[src/rtl/timer_pkg.sv]
// Shared definitions for the microsecond interval timer.
//   - Timer state encoding (enum plus legacy-compatible constants)
//   - Mode encoding sampled together with start
//   - Default width of the duration / remaining / period counters
package timer_pkg;

    typedef enum logic [0:0] {
        IDLE = 1'b0,
        RUN  = 1'b1
    } timer_state_e;

    localparam logic [0:0] ST_IDLE = 1'b0;
    localparam logic [0:0] ST_RUN  = 1'b1;

    localparam logic MODE_ONESHOT  = 1'b0;
    localparam logic MODE_PERIODIC = 1'b1;

    localparam int unsigned TIMER_CNT_W = 16;

endpackage : timer_pkg

[src/rtl/us_interval_timer.sv]
// Programmable microsecond interval timer.
// Counts a software-supplied number of 1 us strobes (tick_us) and emits a
// one-clock done pulse at expiry. One-shot and periodic (auto-reload) modes,
// abort and restart. Priority: rst_n > abort > start > tick_us.
//
// Ports:
//   clk        in   system clock (20 MHz)
//   rst_n      in   asynchronous active-low reset
//   tick_us    in   one-clk strobe, nominally once per microsecond
//   start      in   one-clk request: latch dur_us/mode and (re)start timing
//   mode       in   sampled with start: 0 = one-shot, 1 = periodic
//   dur_us     in   duration in microseconds, sampled with start
//   abort      in   stop timing immediately, no done
//   busy       out  high while timing
//   done       out  one-clk pulse at expiry
//   remaining  out  microseconds left in the current interval (0 only when idle)
//   periods    out  done pulses since the last start, wraps modulo 2^CNT_W
module us_interval_timer
    import timer_pkg::*;
#(
    parameter int unsigned CNT_W = TIMER_CNT_W
) (
    input  logic             clk,
    input  logic             rst_n,
    input  logic             tick_us,
    input  logic             start,
    input  logic             mode,
    input  logic [CNT_W-1:0] dur_us,
    input  logic             abort,
    output logic             busy,
    output logic             done,
    output logic [CNT_W-1:0] remaining,
    output logic [CNT_W-1:0] periods
);

    logic [0:0]       state_q, state_d;
    logic             mode_q, mode_d;
    logic [CNT_W-1:0] dur_q, dur_d;
    logic [CNT_W-1:0] rem_q, rem_d;
    logic [CNT_W-1:0] per_q, per_d;
    logic             done_q, done_d;
    logic             dur_zero_s;
    logic             in_run_s;

    assign dur_zero_s = (dur_us == {CNT_W{1'b0}});
    assign in_run_s   = (state_q == ST_RUN);

    // Next-state logic: abort beats start, start beats tick.
    always_comb begin
        state_d = state_q;
        mode_d  = mode_q;
        dur_d   = dur_q;
        rem_d   = rem_q;
        per_d   = per_q;
        done_d  = 1'b0;

        if (abort) begin
            // In IDLE this is a no-op since remaining is already zero.
            state_d = ST_IDLE;
            rem_d   = {CNT_W{1'b0}};
        end else if (start) begin
            mode_d = mode;
            dur_d  = dur_us;
            if (dur_zero_s) begin
                // Zero duration expires at once and never enters RUN.
                state_d = ST_IDLE;
                rem_d   = {CNT_W{1'b0}};
                per_d   = {{(CNT_W-1){1'b0}}, 1'b1};
                done_d  = 1'b1;
            end else begin
                state_d = ST_RUN;
                rem_d   = dur_us;
                per_d   = {CNT_W{1'b0}};
            end
        end else if (tick_us && in_run_s) begin
            if (rem_q > {{(CNT_W-1){1'b0}}, 1'b1}) begin
                rem_d = rem_q - {{(CNT_W-1){1'b0}}, 1'b1};
            end else begin
                // Expiring tick: remaining is never 0 in RUN, so this is rem==1.
                done_d = 1'b1;
                per_d  = per_q + {{(CNT_W-1){1'b0}}, 1'b1};
                if (mode_q == MODE_PERIODIC) begin
                    rem_d = dur_q;
                end else begin
                    state_d = ST_IDLE;
                    rem_d   = {CNT_W{1'b0}};
                end
            end
        end else begin
            done_d = 1'b0;
        end
    end

    // State and counter registers with asynchronous reset.
    always_ff @(posedge clk or negedge rst_n) begin
        if (!rst_n) begin
            state_q <= ST_IDLE;
            mode_q  <= MODE_ONESHOT;
            dur_q   <= {CNT_W{1'b0}};
            rem_q   <= {CNT_W{1'b0}};
            per_q   <= {CNT_W{1'b0}};
            done_q  <= 1'b0;
        end else begin
            state_q <= state_d;
            mode_q  <= mode_d;
            dur_q   <= dur_d;
            rem_q   <= rem_d;
            per_q   <= per_d;
            done_q  <= done_d;
        end
    end

    // busy is the state flop itself (RUN encodes as 1).
    assign busy      = in_run_s;
    assign done      = done_q;
    assign remaining = rem_q;
    assign periods   = per_q;

endmodule : us_interval_timer
[config.mk]
export PLATFORM = sky130hd
export DESIGN_NAME = us_interval_timer
export DESIGN_NICKNAME = d
export VERILOG_FILES = /design/src/rtl/timer_pkg.sv /design/src/rtl/us_interval_timer.sv
export SDC_FILE = /design/constraint.sdc
export NUM_CORES = 1
export LEC_CHECK = 0
export BUFFER_PORTS_ARGS = -buffer_cell sky130_fd_sc_hd__clkbuf_2
export CAP_MARGIN = 20
export CELL_PAD_IN_SITES_DETAIL_PLACEMENT = 1
export CELL_PAD_IN_SITES_GLOBAL_PLACEMENT = 1
export CORE_MARGIN = 8
export CORE_UTILIZATION = 38
export DETAILED_ROUTE_END_ITERATION = 10
export GPL_ROUTABILITY_DRIVEN = 0
export PLACE_DENSITY_LB_ADDON = 0.12
export SYNTH_ARGS = -nofsm -noshare
export SYNTH_HDL_FRONTEND = slang
export SYNTH_SLANG_ARGS = --single-unit
[constraint.sdc]
create_clock -name clk -period 1.85 [get_ports clk]
set_clock_uncertainty 0.15 [all_clocks]
set_input_delay 0.0925 -clock clk [delete_from_list [all_inputs] [get_ports clk]]
set_output_delay 0.0925 -clock clk [all_outputs]
set_load 0.05 [all_outputs]
Word level (Yosys, flattened, before mapping)
Index checks and enable logic that the tools add are counted.
{ "classes": {"mux": 21, "n_reduce_logical": 7, "n_mul": 0, "div_mod_pow": 0, "shift": 0, "n_eq_ne": 3, "order_cmp": 1, "n_addsub": 2, "n_bitwise": 1} }
{ "ops": {"columns": ["op", "count"], "rows": [
  ["$mux W16", 9],
  ["$add A16 B1 Y16 const B", 1],
  ["$gt A16 B1 Y1 const B", 1],
  ["$logic_not A16 Y1", 1],
  ["$sub A16 B1 Y16 const B", 1],
  ["$mux W1", 12],
  ["$ne A3 B3 Y1 const B", 2],
  ["$reduce_and A3 Y1", 2],
  ["$reduce_bool A3 Y1", 1],
  ["$ne A2 B2 Y1 const B", 1],
  ["$reduce_and A2 Y1", 1],
  ["$reduce_bool A2 Y1", 1],
  ["$logic_and A1 B1 Y1", 1],
  ["$not A1 Y1", 1]
]} }
{ "word_totals": {"ramBits": 0, "memories": 0, "romBits": 0, "latch_bits": 0, "reg_bits": 51} }

Logic depth before layout (Yosys ltp)
{ "logic_depth": {"ltp_word": 5, "mapped_depth": 8} }

Least setup slack after synthesis
OpenSTA, ideal clock, no wires.
{ "synth_timing": {"kind": "flip-flop to flip-flop", "startpoint": "reg rem_q[0], in the netlist remaining[0]", "endpoint": "reg rem_q[6], in the netlist remaining[6]", "required_ps": 1623, "setup_slack_ps": -501, "stages_incl_launch_ff": 9, "t_arrival_ps": 2124, "period_less_slack_ps": 2351, "cell_sequence": "dfrtp_1 -> inv_1 -> ha_1 -> or3b_1 -> clkbuf_1 -> nor3_1 -> xnor2_1 -> mux2_2 -> o21ai_1"} }
{ "synth_between": {"elab_chain_cells": 5, "elab_cells_between_ends": 6, "cone_classes": "add/sub (1); order compare (1); mux (4)"} }
{ "synth_lines": {"columns": ["element", "line_no", "rtl"], "rows": [
  ["start, declared", "us_interval_timer.sv:39", "logic [CNT_W-1:0] rem_q, rem_d;"],
  ["start signal, assigned", "us_interval_timer.sv:100", "rem_q <= {CNT_W{1'b0}};"],
  ["start signal, assigned", "us_interval_timer.sv:107", "rem_q <= rem_d;"],
  ["$sub A16 B1 Y16 or $gt A16 B1 Y1 (tied branches)", "us_interval_timer.sv:77, us_interval_timer.sv:76", null],
  ["$mux W16 (*)", "us_interval_timer.sv:76", "if (rem_q > {{(CNT_W-1){1'b0}}, 1'b1}) begin"],
  ["$mux W16 (*)", "us_interval_timer.sv:75", "end else if (tick_us && in_run_s) begin"],
  ["$mux W16 (*)", "us_interval_timer.sv:61", "end else if (start) begin"],
  ["$mux W16 (*)", "us_interval_timer.sv:57", "if (abort) begin"]
]} }
Every way passes the cells marked *; elsewhere a longest branch is shown, timed or not. The select of a mux whose other input is x is not followed.
A chain may end at the register's enable or synchronous reset.

Worst setup path in the final report
{ "layout_timing": {"startpoint": "reg rem_q[0], in the netlist remaining[0]", "endpoint": "reg rem_q[8], in the netlist remaining[8]"} }
The elaborated chain is that of the path after synthesis.

==> out/results.tsv <==
stage	metric	value	unit
outcome	status	finished, violations left	
outcome	failing checks	negative setup slack	
critical_path	WP data arrival	2.21	ns
critical_path	CP endpoint kind	register	
critical_path	flop2flop setup slack	-0.28	ns
detailed_routing	vias	3237	
synth	Yosys warning count	0	
critical_path	Worst Path Required	1.93	ns
floorplanning	DIE WIDTH	103	um
detailed_routing	post-route ant nets	0	
floorplanning	core area	0.00729	sq mm
power	Flop pwr share	38.8	%
global_route	grt total ovfl	0	
sta	Final Max Slew Viols	0	
clock_tree	cts bufs inserted	5	
sta	Tmin final	2.13	ns
sta	fmax	0.470	GHz
clock_tree	Worst-path clk slew	0.10	ns
floorplanning	row count	31	
sta	Min Hold Slack	0.0435	ns
clock_tree	TritonCTS clock tree	yes	
final_layout	Fillers	849	
critical_path	Crit Path Max Fanout	5	
power	Final Power	3.26	mW
sta	relative slew slack	65.6	%
sta	Hold Fails Final Rpt	0	
sta	RSZ-0062 raised after global routing	true	
synth	Synth Flop Type	dfrtp_1	
critical_path	element type at the critical path start	register	
global_route	gr usage total	22.4	%
final_layout	area added between synthesis and finish	59.3	%
final_layout	layout cells sized above 1	48.0	%
power	P_int	2.04	mW
power	clock share of power	20.4	%
final_layout	final core utilization	63.1	%
detailed_routing	DRT Pass-1 Iters	5	
placement	placed cell area	0.00392	sq mm
placement	Final HPWL DP	7950	um
power	Sw Pwr	1.22	mW
sta	actual slew at the worst max-slew pin	0.511	ns
sta	fin crit share	115	%
synth	synth unique cells	56	
clock_tree	root buf cell	clkbuf_8	
power	sw frac	37.4	%
critical_path	max incr delay on CP	0.47	ns
synth	Avg Cell Area, Syn	9.59	sq um
synth	ys async rst share	100	%
placement	IO buf count	55	
floorplanning	Die Y	103	um
clock_tree	clock tree buffer depth	2	
global_route	vias in the first global route	3532	
detailed_routing	DR DRC count	0	
floorplanning	Initial Util	39.6	%
final_layout	fin nets	478	
detailed_routing	drt initial violations	156	
synth	#FFs+latches synth	51	
floorplanning	num ports	56	
critical_path	Top delay family on crit path	flip-flops	
clock_tree	Clk Latency, worst-skew pair	0.32	ns
min_path	Worst Hold Class	primary input to register	
run	max cap viols	0	
final_layout	# diodes	0	
power	Max IR drop VDD	0.400	mV
detailed_routing	wire length per cell	22.5	um
synth	synthesized area	0.00289	sq mm
synth	Mapped Cells	301	
detailed_routing	vias per std cell	5.85	
critical_path	CP cell instances	inv_2 > ha_4 > or3b_4 > buf_6 > buf_6 > mux2i_4 > a221oi_2 > a21oi_1	
critical_path	crit-path most repeated cell	buf_6	
power	leakage	2.12	nW
sta	Setup-failing EPs final	34	
synth	Synthesized Nets	326	
global_route	pin count of the biggest net entering global routing	21	
critical_path	critical path's slowest cell	dfrtp_2	
clock_tree	H-tree Lvls	2	
global_route	initial antenna violation count	0	
sta	Setup WS post-layout	-0.277	ns
final_layout	Final Cell Area	0.00460	sq mm
global_route	first-pass GRT wire length	18300	um
floorplanning	die area	0.0106	sq mm
critical_path	WP buf/inv	3	
power	Comb power frac	40.8	%
detailed_routing	Routed WL	12500	um
clock_tree	CTS sink cnt	51	
synth	post-synthesis sequential area ratio	44.2	%
power	pwr/cell area	709	mW/mm^2
sta	Setup TNS	-5.98	ns
critical_path	kind of critical path	register to register	
synth	Post-synth EDFFs	0	
==> registers in the layout, summed over array words and instances, names as in the netlist <==
signal     cells
busy           1
done           1
dur_q         16
mode_q         1
periods       16
remaining     16
==> synth_stat cells, types with 2 or more instances <==
master / count / area (sq um)
dfrtp_1: 51 / 1280
nand2_1: 39 / 146
nor2_1: 28 / 105
xnor2_1: 17 / 149
a21oi_1: 16 / 80.1
clkbuf_1: 12 / 45.0
o21ai_1: 11 / 55.1
a22o_1: 10 / 87.6
nor3_1: 10 / 50.1
nor4_1: 9 / 56.3
inv_1: 8 / 30.0
nand4_1: 8 / 50.1
a222oi_1: 6 / 60.1
nand3_1: 6 / 30.0
nor4_2: 6 / 75.1
a22oi_1: 4 / 30.0
mux2i_1: 4 / 40.0
xor2_1: 4 / 35.0
a31oi_1: 3 / 18.8
ha_1: 3 / 37.5
nor4_4: 3 / 63.8
or4_1: 3 / 22.5
a211oi_1: 2 / 15.0
a221oi_1: 2 / 17.5
and2_1: 2 / 12.5
buf_2: 2 / 10.0
o21ai_0: 2 / 10.0
o31ai_1: 2 / 15.0
==> tightest hold or removal path, cell delays in order <==
cell and delay (ns):
clkbuf_2 0.10, a21oi_1 0.19, a211oi_2 0.09
==> worst paths after layout <==
path / cells after the start / to / start
worst max-delay path: 8 / remaining[8] / remaining[0]
worst min-delay path: 3 / remaining[4] / dur_us[4]
worst max register to register: 8 / remaining[8] / remaining[0]
worst min register to register: 2 / dur_q[7] / dur_q[7]
max in group asynchronous: 3 / busy / rst_n
min in group asynchronous: 2 / dur_q[11] / rst_n
==> metrics by stage <==
stage          instances  setup WS [ns]
2_1_floorplan        301         -0.290
3_3_place_gp         505         -0.212
3_5_place_dp         505         -0.223
4_1_cts              542         -0.198
5_1_grt              553         -0.337
6_report             553         -0.277
==> power by group through the flow <==
stage / Sequential, mW / Combinational [mW] / Clock [mW]
after global routing: 1.27 / 1.40 / 0.705
after floorplan: 1.39 / 0.464 / 0
final: 1.27 / 1.33 / 0.667
after CTS: 1.26 / 1.14 / 0.666
after global placement: 1.28 / 0.989 / 0
after detailed placement: 1.28 / 1.01 / 0
==> per-layer routing <==
metal / global-route usage [%] / wire length [um]
met5: 0 / 0
met4: 6.79 / 358
met3: 4.52 / 806
met2: 40.6 / 6370
met1: 25.7 / 4930
==> cell type report <==
cell class	instances	area (sq um)	share of cell area, %
clock buffer	5	68.8	1.50
clock inverter	3	15.0	0.326
inverter	8	30.0	0.653
multi-input combinational	227	1870	40.6
sequential	51	1290	28.1
tap	99	124	2.69
timing repair buffer	160	1200	26.1
==> layout by cell type, fill, tap and decap left out, types with 3 or more instances in the layout <==
cell type / count
nor4_4: 13
o21ai_1: 11
clkinv_2: 3
nor3_4: 3
buf_12: 4
nand4_1: 8
or4_4: 3
clkbuf_2: 55
a22o_1: 10
buf_6: 10
a21oi_2: 4
a22oi_1: 4
nand2_1: 36
clkbuf_8: 5
nand3_1: 6
nor3_1: 3
a21oi_1: 12
inv_1: 6
xor2_1: 4
buf_4: 71
a222oi_1: 6
xnor2_1: 16
dfrtp_1: 38
nor2_1: 26
dfrtp_2: 13
nor4_1: 4
dlygate4sd3_1: 20
nand2_2: 3
nor3_2: 5
mux2i_1: 3
==> cells by family after synthesis <==
group                      count (synthesis)  share of synthesized area, %
and+or+nand+nor                          127                          25.1
AOI/OAI and AO/OA                         71                          18.1
DFF                                       51                          44.2
buffers and inverters                     23                          3.21
xor gates and xnor gates                  21                          6.37
muxes                                      5                          1.78
adders and majority gates                  3                          1.30
==> timing repair <==
action	in CTS	in global routing
endpoints found under the setup margin	34	34
pin swaps	7	16
resized for setup	17	28
hold buffers	20	0
buffers inserted	9	11
hold endpoints to repair	46	0
No activity file was read; power rests on OpenSTA's default activity.
